File: config.mk
export PLATFORM = sky130hd
export DESIGN_NAME = lfo_multi
export DESIGN_NICKNAME = d
export VERILOG_FILES = /design/src/rtl/lfo_multi.sv
export SDC_FILE = /design/constraint.sdc
export NUM_CORES = 1
export LEC_CHECK = 0
export BUFFER_PORTS_ARGS = -buffer_cell sky130_fd_sc_hd__buf_4
export CORE_MARGIN = 2
export CORE_UTILIZATION = 50
export CTS_CLUSTER_DIAMETER = 80
export CTS_CLUSTER_SIZE = 14
export DETAILED_ROUTE_END_ITERATION = 8
export GPL_TIMING_DRIVEN = 0
export PLACE_DENSITY = 0.7
export SYNTH_ARGS = -nofsm -noshare
export SYNTH_HDL_FRONTEND = slang
export SYNTH_SLANG_ARGS = --single-unit
File: constraint.sdc
create_clock -name clk -period 6.55 [get_ports clk]
set_clock_uncertainty 0.05 [all_clocks]
set_input_delay 1.31 -clock clk [delete_from_list [all_inputs] [get_ports clk]]
set_output_delay 1.31 -clock clk [all_outputs]
set_load 0.02 [all_outputs]
File: src/rtl/lfo_multi.sv
// Multi-channel low-frequency control-word generator: per-channel prescaler
// gated by the shared 3 MHz enable, driving ramp, triangle, sawtooth or slew updates.
module lfo_multi #(
  parameter int WIDTH         = 8,
  parameter int CHANNELS      = 2,
  parameter int PRESCALE_BITS = 14
) (
  input  logic                              clk,
  input  logic                              rst,
  input  logic                              clk_3MHz_en,
  input  logic [CHANNELS-1:0]               dir,
  input  logic [2*CHANNELS-1:0]             mode,
  input  logic [PRESCALE_BITS*CHANNELS-1:0] period,
  input  logic [WIDTH*CHANNELS-1:0]         step,
  input  logic [WIDTH*CHANNELS-1:0]         target,
  output logic [WIDTH*CHANNELS-1:0]         out,
  output logic [CHANNELS-1:0]               tick,
  output logic [CHANNELS-1:0]               at_limit
);

  localparam logic [1:0] MODE_RAMP = 2'd0;
  localparam logic [1:0] MODE_TRI  = 2'd1;
  localparam logic [1:0] MODE_SAW  = 2'd2;
  localparam logic [1:0] MODE_SLEW = 2'd3;

  localparam logic [WIDTH-1:0]         OUT_MAX = {WIDTH{1'b1}};
  localparam logic [WIDTH:0]           MAX_W   = {1'b0, {WIDTH{1'b1}}};
  localparam logic [PRESCALE_BITS-1:0] CNT_ONE = {{(PRESCALE_BITS-1){1'b0}}, 1'b1};

  for (genvar c = 0; c < CHANNELS; c++) begin : g_ch
    logic [PRESCALE_BITS-1:0] cnt_q, cnt_d;
    logic [WIDTH-1:0]         out_q, out_d;
    logic                     tick_q, tick_d;
    logic                     lim_q, lim_d;
    logic                     down_q, down_d;

    logic [PRESCALE_BITS-1:0] per_c;
    logic [WIDTH-1:0]         step_c;
    logic [WIDTH-1:0]         tgt_c;
    logic [1:0]               mode_c;
    logic                     dir_c;

    logic                     fire;
    logic [WIDTH:0]           sum;
    logic [WIDTH:0]           diff;
    logic [WIDTH:0]           gap;
    logic                     tgt_above;

    assign per_c  = period[c*PRESCALE_BITS +: PRESCALE_BITS];
    assign step_c = step[c*WIDTH +: WIDTH];
    assign tgt_c  = target[c*WIDTH +: WIDTH];
    assign mode_c = mode[2*c +: 2];
    assign dir_c  = dir[c];

    // Arithmetic is one bit wider so carry/borrow mark rail crossings and wraps.
    always_comb begin
      fire      = clk_3MHz_en && (cnt_q == '0);
      sum       = {1'b0, out_q} + {1'b0, step_c};
      diff      = {1'b0, out_q} - {1'b0, step_c};
      tgt_above = (tgt_c >= out_q);
      gap       = tgt_above ? ({1'b0, tgt_c} - {1'b0, out_q})
                            : ({1'b0, out_q} - {1'b0, tgt_c});
    end

    always_comb begin
      cnt_d  = cnt_q;
      out_d  = out_q;
      lim_d  = lim_q;
      down_d = down_q;
      tick_d = 1'b0;

      // A period lowered below the running count wraps to zero on the next enable.
      if (clk_3MHz_en) begin
        cnt_d = (cnt_q >= per_c) ? '0 : cnt_q + CNT_ONE;
      end

      if (fire) begin
        tick_d = 1'b1;
        case (mode_c)
          MODE_RAMP: begin
            if (!dir_c) begin
              out_d = (sum > MAX_W) ? OUT_MAX : sum[WIDTH-1:0];
            end else begin
              out_d = diff[WIDTH] ? '0 : diff[WIDTH-1:0];
            end
            lim_d = (out_d == '0) || (out_d == OUT_MAX);
          end
          MODE_TRI: begin
            if (!down_q) begin
              if (sum >= MAX_W) begin
                out_d  = OUT_MAX;
                down_d = 1'b1;
              end else begin
                out_d = sum[WIDTH-1:0];
              end
            end else begin
              if (out_q <= step_c) begin
                out_d  = '0;
                down_d = 1'b0;
              end else begin
                out_d = diff[WIDTH-1:0];
              end
            end
            lim_d = (out_d == '0) || (out_d == OUT_MAX);
          end
          MODE_SAW: begin
            if (!dir_c) begin
              out_d = sum[WIDTH-1:0];
              lim_d = sum[WIDTH];
            end else begin
              out_d = diff[WIDTH-1:0];
              lim_d = diff[WIDTH];
            end
          end
          MODE_SLEW: begin
            if (gap <= {1'b0, step_c}) begin
              out_d = tgt_c;
            end else if (tgt_above) begin
              out_d = sum[WIDTH-1:0];
            end else begin
              out_d = diff[WIDTH-1:0];
            end
            lim_d = (out_d == tgt_c);
          end
          default: begin
            out_d = out_q;
          end
        endcase
      end
    end

    always_ff @(posedge clk) begin
      if (rst) begin
        cnt_q  <= '0;
        out_q  <= '0;
        tick_q <= 1'b0;
        lim_q  <= 1'b0;
        down_q <= 1'b0;
      end else begin
        cnt_q  <= cnt_d;
        out_q  <= out_d;
        tick_q <= tick_d;
        lim_q  <= lim_d;
        down_q <= down_d;
      end
    end

    assign out[c*WIDTH +: WIDTH] = out_q;
    assign tick[c]               = tick_q;
    assign at_limit[c]           = lim_q;
  end

endmodule

* Yosys cells after proc, flatten, opt, wreduce, memory -nomap -nowiden
Index checks and enable logic that the tools add are counted.
** Cells by class
- Order comparisons :: 12
- Eq/ne operators :: 12
- Reductions and logical operators :: 16
- Multiplexer cells :: 48
- Add/subtract/negate cells :: 10
** Operator list (count)
- $mux 8 :: 30
- $pmux 8 s4 :: 2
- $sub 8x8->9 :: 6
- $eq 8x8->1 const B :: 4
- $logic_not 8->1 :: 4
- $add 14x1->14 const B :: 2
- $ge 14x14->1 :: 2
- $logic_not 14->1 :: 2
- $mux 14 :: 2
- $add 8x8->9 :: 2
- $ge 9x8->1 const B :: 2
- $gt 9x8->1 const B :: 2
- $le 9x8->1 :: 2
- $mux 9 :: 2
- $eq 8x8->1 :: 2
- $ge 8x8->1 :: 2
- $le 8x8->1 :: 2
- $mux 1 :: 10
- $eq 2x2->1 const B :: 4
- $pmux 1 s4 :: 2
- $eq 2x1->1 const B :: 2
- $logic_not 2->1 :: 2
- $logic_or 1x1->1 :: 4
- $reduce_and 2->1 :: 2
- $logic_and 1x1->1 :: 2
** Storage, ports and cells
- Logic and storage cells :: 108
- Input port bits :: 69
- Bits in registers :: 50
- Output and inout port bits :: 20

* Longest topological paths before layout
- Depth after elaboration :: 9
- Mapped depth :: 24
- Gate-level depth less buffers :: 21

* Worst setup path after synthesis
Ideal clock, no wire load.
- Kind :: input to register
- From :: input port target[11]
- To :: register g_ch[1].out_q[7]
- Cell stages on the path :: 22
- Path buffers :: 2
- Slack :: 1096 ps
- Setup time :: 86 ps
- Data required time :: 6414 ps
- Arrival time :: 5319 ps
- Cell sequence :: inv_1 ha_1 clkbuf_1 nand4_1 o21ai_1 nor4b_2 nor2_2 buf_2 mux2i_1 nand2_1 nand3_1 a21oi_1 xnor2_1 ha_1 nand4_1 a21oi_1 a2111oi_0 o211ai_2 nor2_1 a21oi_1 mux4_2 a211oi_1
** On the way
- Longest elaborated chain between the ends :: 7
- Elaborated cells on any way between the ends :: 10
- Those cells by class :: add/sub: 2; order compare: 2; mux: 6
** Ends and longest elaborated chain
- start: declaration :: RTL line 15 : input logic [WIDTH*CHANNELS-1:0] target,
- $sub 8x8->9 (tied with other cells) :: RTL line 62 : : ({1'b0, out_q} - {1'b0, tgt_c});
- $mux 9 :: RTL line 61 : gap = tgt_above ? ({1'b0, tgt_c} - {1'b0, out_q})
- $le 9x8->1 :: RTL line 116 : if (gap <= {1'b0, step_c}) begin
- $mux 8 (*) :: RTL line 116
- $mux 8 (*) :: RTL line 79 : case (mode_c)
- $mux 8 (*) :: RTL line 77 : if (fire) begin
- $pmux 8 s4 (*) :: RTL line 79
- end signal: assignment :: RTL line 141 : out_q <= out_d;
- end: declaration :: RTL line 32 : logic [WIDTH-1:0] out_q, out_d;
Mark *: on every way between the ends. The rest lies on a longest branch, timed or not. The select of a mux whose other input is x is not followed.
A chain may end at the register's enable or synchronous reset.

* Worst setup path in the final report
- From :: input port target[11]
- To :: register g_ch[1].out_q[6]
The elaborated chain is that of the path after synthesis.

==> insert_results.sql <==
INSERT INTO impl_metrics (metric_group, metric, value, unit) VALUES
('timing', 'max_slew_margin', '0.500', ''),
('drt', 'final_antenna_net_count', '0', ''),
('global_route', 'largest_net_degree_at_the_start_of_global_routing', '19', ''),
('pwr', 'ir_drop', '0.000125', 'V'),
('timing', 'final_period_minus_worst_setup_slack', '6.10', 'ns'),
('global_route', 'globalRouteMet2Util', '0.479', ''),
('synth', 'syn-cell-area', '0.00833', 'mm²'),
('die', 'die_h', '133', 'µm'),
('setup_path', 'required', '6.65', 'ns'),
('timing', 'measured_slew_at_the_worst_slew_check_pin', '0.745', 'ns'),
('placed_design', 'dp.cells', '1436', ''),
('clocking', 'ctsHtreeMaxLevel', '2', ''),
('timing', 'finalSetupViolations', '0', ''),
('die', 'initial_utilization', '0.506', ''),
('synth', 'synthCells', '1132', ''),
('setup_path', 'crit_type', 'primary input to flip-flop', ''),
('synth', 'synth_cell_types', '91', ''),
('setup_path', 'rrSetupSlack', '1.22', 'ns'),
('clocking', 'post_cts.repair.setup_buffers', '0', ''),
('layout', 'mostFrequentLayoutCells', 'inv_1, ha_1, nor2_1, a21oi_1, buf_4', ''),
('layout', 'final_nets', '1412', ''),
('setup_path', 'timing.critical_path.max_delay_family', 'compound AO/OA/AOI/OAI gates', ''),
('global_route', 'global_route_wire_length_before_repair', '40.0', 'mm'),
('placed_design', 'gpl.final_weighted_congestion', '0.994', ''),
('placed_design', 'port_buffers', '84', ''),
('synth', 'postSynth.topFlopCell', 'dfxtp_1', ''),
('run', 'drv_cap', '0', ''),
('synth', 'synth_sequential_area_ratio', '0.120', ''),
('drt', 'detailroute.via_count', '8575', ''),
('min_path', 'timing.hold.worst_path_depth', '2', ''),
('setup_path', 'cp_cell_sequence', 'buf_4, inv_1, ha_1, clkbuf_1, nand4_1, o21ai_1, nor4b_2, nor2_2, buf_2, mux2i_1, nand2_1, nand3_1, a21oi_1, xnor2_1, ha_1, nand4_1, a21oi_1, a2111oi_1, o211ai_2, buf_2, a21oi_1, a211oi_1, a311oi_1, a211oi_1', ''),
('timing', 'layout_worst_path_cycle_share', '0.932', ''),
('die', 'floorplan.core_area', '0.0165', 'mm²'),
('setup_path', 'worst-endpoint-arrival', '6.20', 'ns'),
('layout', 'layout.cells.non_filler', '1444', ''),
('timing', 'grt_setup_unrepaired', 'no', ''),
('setup_path', 'worst_path_max_stage_delay', '0.45', 'ns'),
('global_route', 'busiest_layer_in_global_routing', 'met2', ''),
('synth', 'synth.top_cell.area_share', '0.168', ''),
('setup_path', 'critical-path-top-cell-by-count', 'a21oi_1', ''),
('setup_path', 'slowest_stage', 'a2111oi_1', ''),
('placed_design', 'hpwlAfterDp', '20.3', 'mm'),
('synth', 'async_flop_share', '0', ''),
('pwr', 'leakage', '4.35', 'nW'),
('clocking', 'cts_inserted_buffers', '5', ''),
('global_route', 'initial_antenna_violation_count', '0', ''),
('layout', 'proportion_of_layout_cells_with_a_drive_suffix_above_1', '0.119', ''),
('clocking', 'clock_sinks', '50', ''),
('clocking', 'number_of_buffers_between_clock_root_and_the_deepest_sink', '2', ''),
('global_route', 'globalRouteMet3Util', '0.0145', ''),
('die', 'fp.dieArea', '0.0177', 'mm²'),
('min_path', 'whs_endpoint', 'g_ch[0].cnt_q[13]', ''),
('setup_path', 'critical_path.endpoint_type', 'flip-flop', ''),
('synth', 'synth.net_count', '1321', ''),
('synth', 'synth_top_cell_by_area', 'ha_1', ''),
('setup_path', 'timing.critical_path.fanout_max', '10', ''),
('status', 'run_status', 'complete, no violations', ''),
('global_route', 'met1_usage', '0.364', ''),
('synth', 'synth_enable_flop_cells', '0', ''),
('global_route', 'gr-total-overflow', '0', ''),
('drt', 'routed_via_density', '5.94', ''),
('global_route', 'first_global_vias', '7940', ''),
('setup_path', 'cp_num_buf_inv', '5', ''),
('global_route', 'global_route.usage.total', '0.275', ''),
('clocking', 'cts_tree', 'yes', ''),
('synth', 'flop_and_latch_count_out_of_synthesis', '50', ''),
('min_path', 'holdCritPathClass', 'flip-flop to flip-flop', ''),
('timing', 'endpoints_failing_hold', '0', ''),
('layout', 'mostFrequentLayoutCell', 'inv_1', ''),
('setup_path', 'r2r-start', 'g_ch[1].out_q[5]', ''),
('setup_path', 'crit-reg2reg-capture', 'g_ch[1].out_q[6]', '');
-- how the worst max path moves through the flow --
stage | from | end | depth (start not counted)
2_1_floorplan | target[11] | g_ch[1].out_q[7] | 22
3_3_place_gp | target[11] | g_ch[1].out_q[1] | 24
3_5_place_dp | target[11] | g_ch[1].out_q[6] | 24
4_1_cts | target[11] | g_ch[1].out_q[6] | 24
5_1_grt | target[11] | g_ch[1].out_q[6] | 24
6_report | target[11] | g_ch[1].out_q[6] | 24
-- registers in the layout, summed over array words and instances, names as in the netlist --
register / flops
g_ch.cnt_q: 28
g_ch.out_q: 16
g_ch.down_q: 2
g_ch.lim_q: 2
g_ch.tick_q: 2
-- cell families after synthesis --
group | share of synthesized area
and+or+nand+nor | 0.210
AOI/OAI and AO/OA | 0.277
buffers and inverters | 0.0841
adders and majority gates | 0.187
xor gates and xnor gates | 0.0809
DFF | 0.120
muxes | 0.0413
-- per-layer routing --
layer  wire length (µm)  up-vias  part of all wire
met5                  0        -                 0
met4                771        0             0.031
met3               1210       56             0.049
met2              11900      309              0.48
met1              11000     3958              0.44
li1                   -     4252                 -
-- area by class of cell --
type                       instances  area (µm²)
fill                            1598        7070
multi-input combinational        908        6630
sequential                        50        1000
timing repair buffer              84         631
inverter                         119         447
tap                              220         275
buffer                            55         254
clock buffer                       5         125
clock inverter                     3        28.8
-- timing repair --
item / in CTS / in global routing
endpoints found under the setup margin: 0 / 2
endpoints found under the hold margin: 0 / 0
hold buffers: 0 / 0
resized for setup: 0 / 1
-- cell usage after synthesis, drive strengths merged (8+ instances only) --
library cell and number:
nand2 82, a21o 34, nor4 11, xnor2 51, mux2i 22, o21ai 54
a211oi 22, buf 24, inv 119, dfxtp 50, o21a 8, nor3 21
nand4 25, a21oi 93, a31oi 11, nor2 108, o22ai 10, o211ai 11
clkbuf 31, nand3 23, nor2b 19, xor2 26, and3 11, fa 8
nand2b 14, ha 112
-- tightest hold or removal path, stage by stage (launching register included) --
cell     delay, ns
dfxtp_1       0.38
xnor2_1       0.09
nor2_1        0.07
-- stage by stage --
stage | power (mW) | setup slack [ns]
4_1_cts | 2.02 | 0.387
3_3_place_gp | 1.73 | 0.0873
3_5_place_dp | 1.74 | 0.101
6_report | 2.04 | 0.448
5_1_grt | 2.19 | 0.112
2_1_floorplan | 1.37 | 1.10
-- report_power, final --
part,internal (mW),switching [mW],total (mW)
registers,0.322,0.0428,0.365
clock network,0.147,0.131,0.278
logic,0.563,0.838,1.40
No activity file was read; power rests on OpenSTA's default activity.
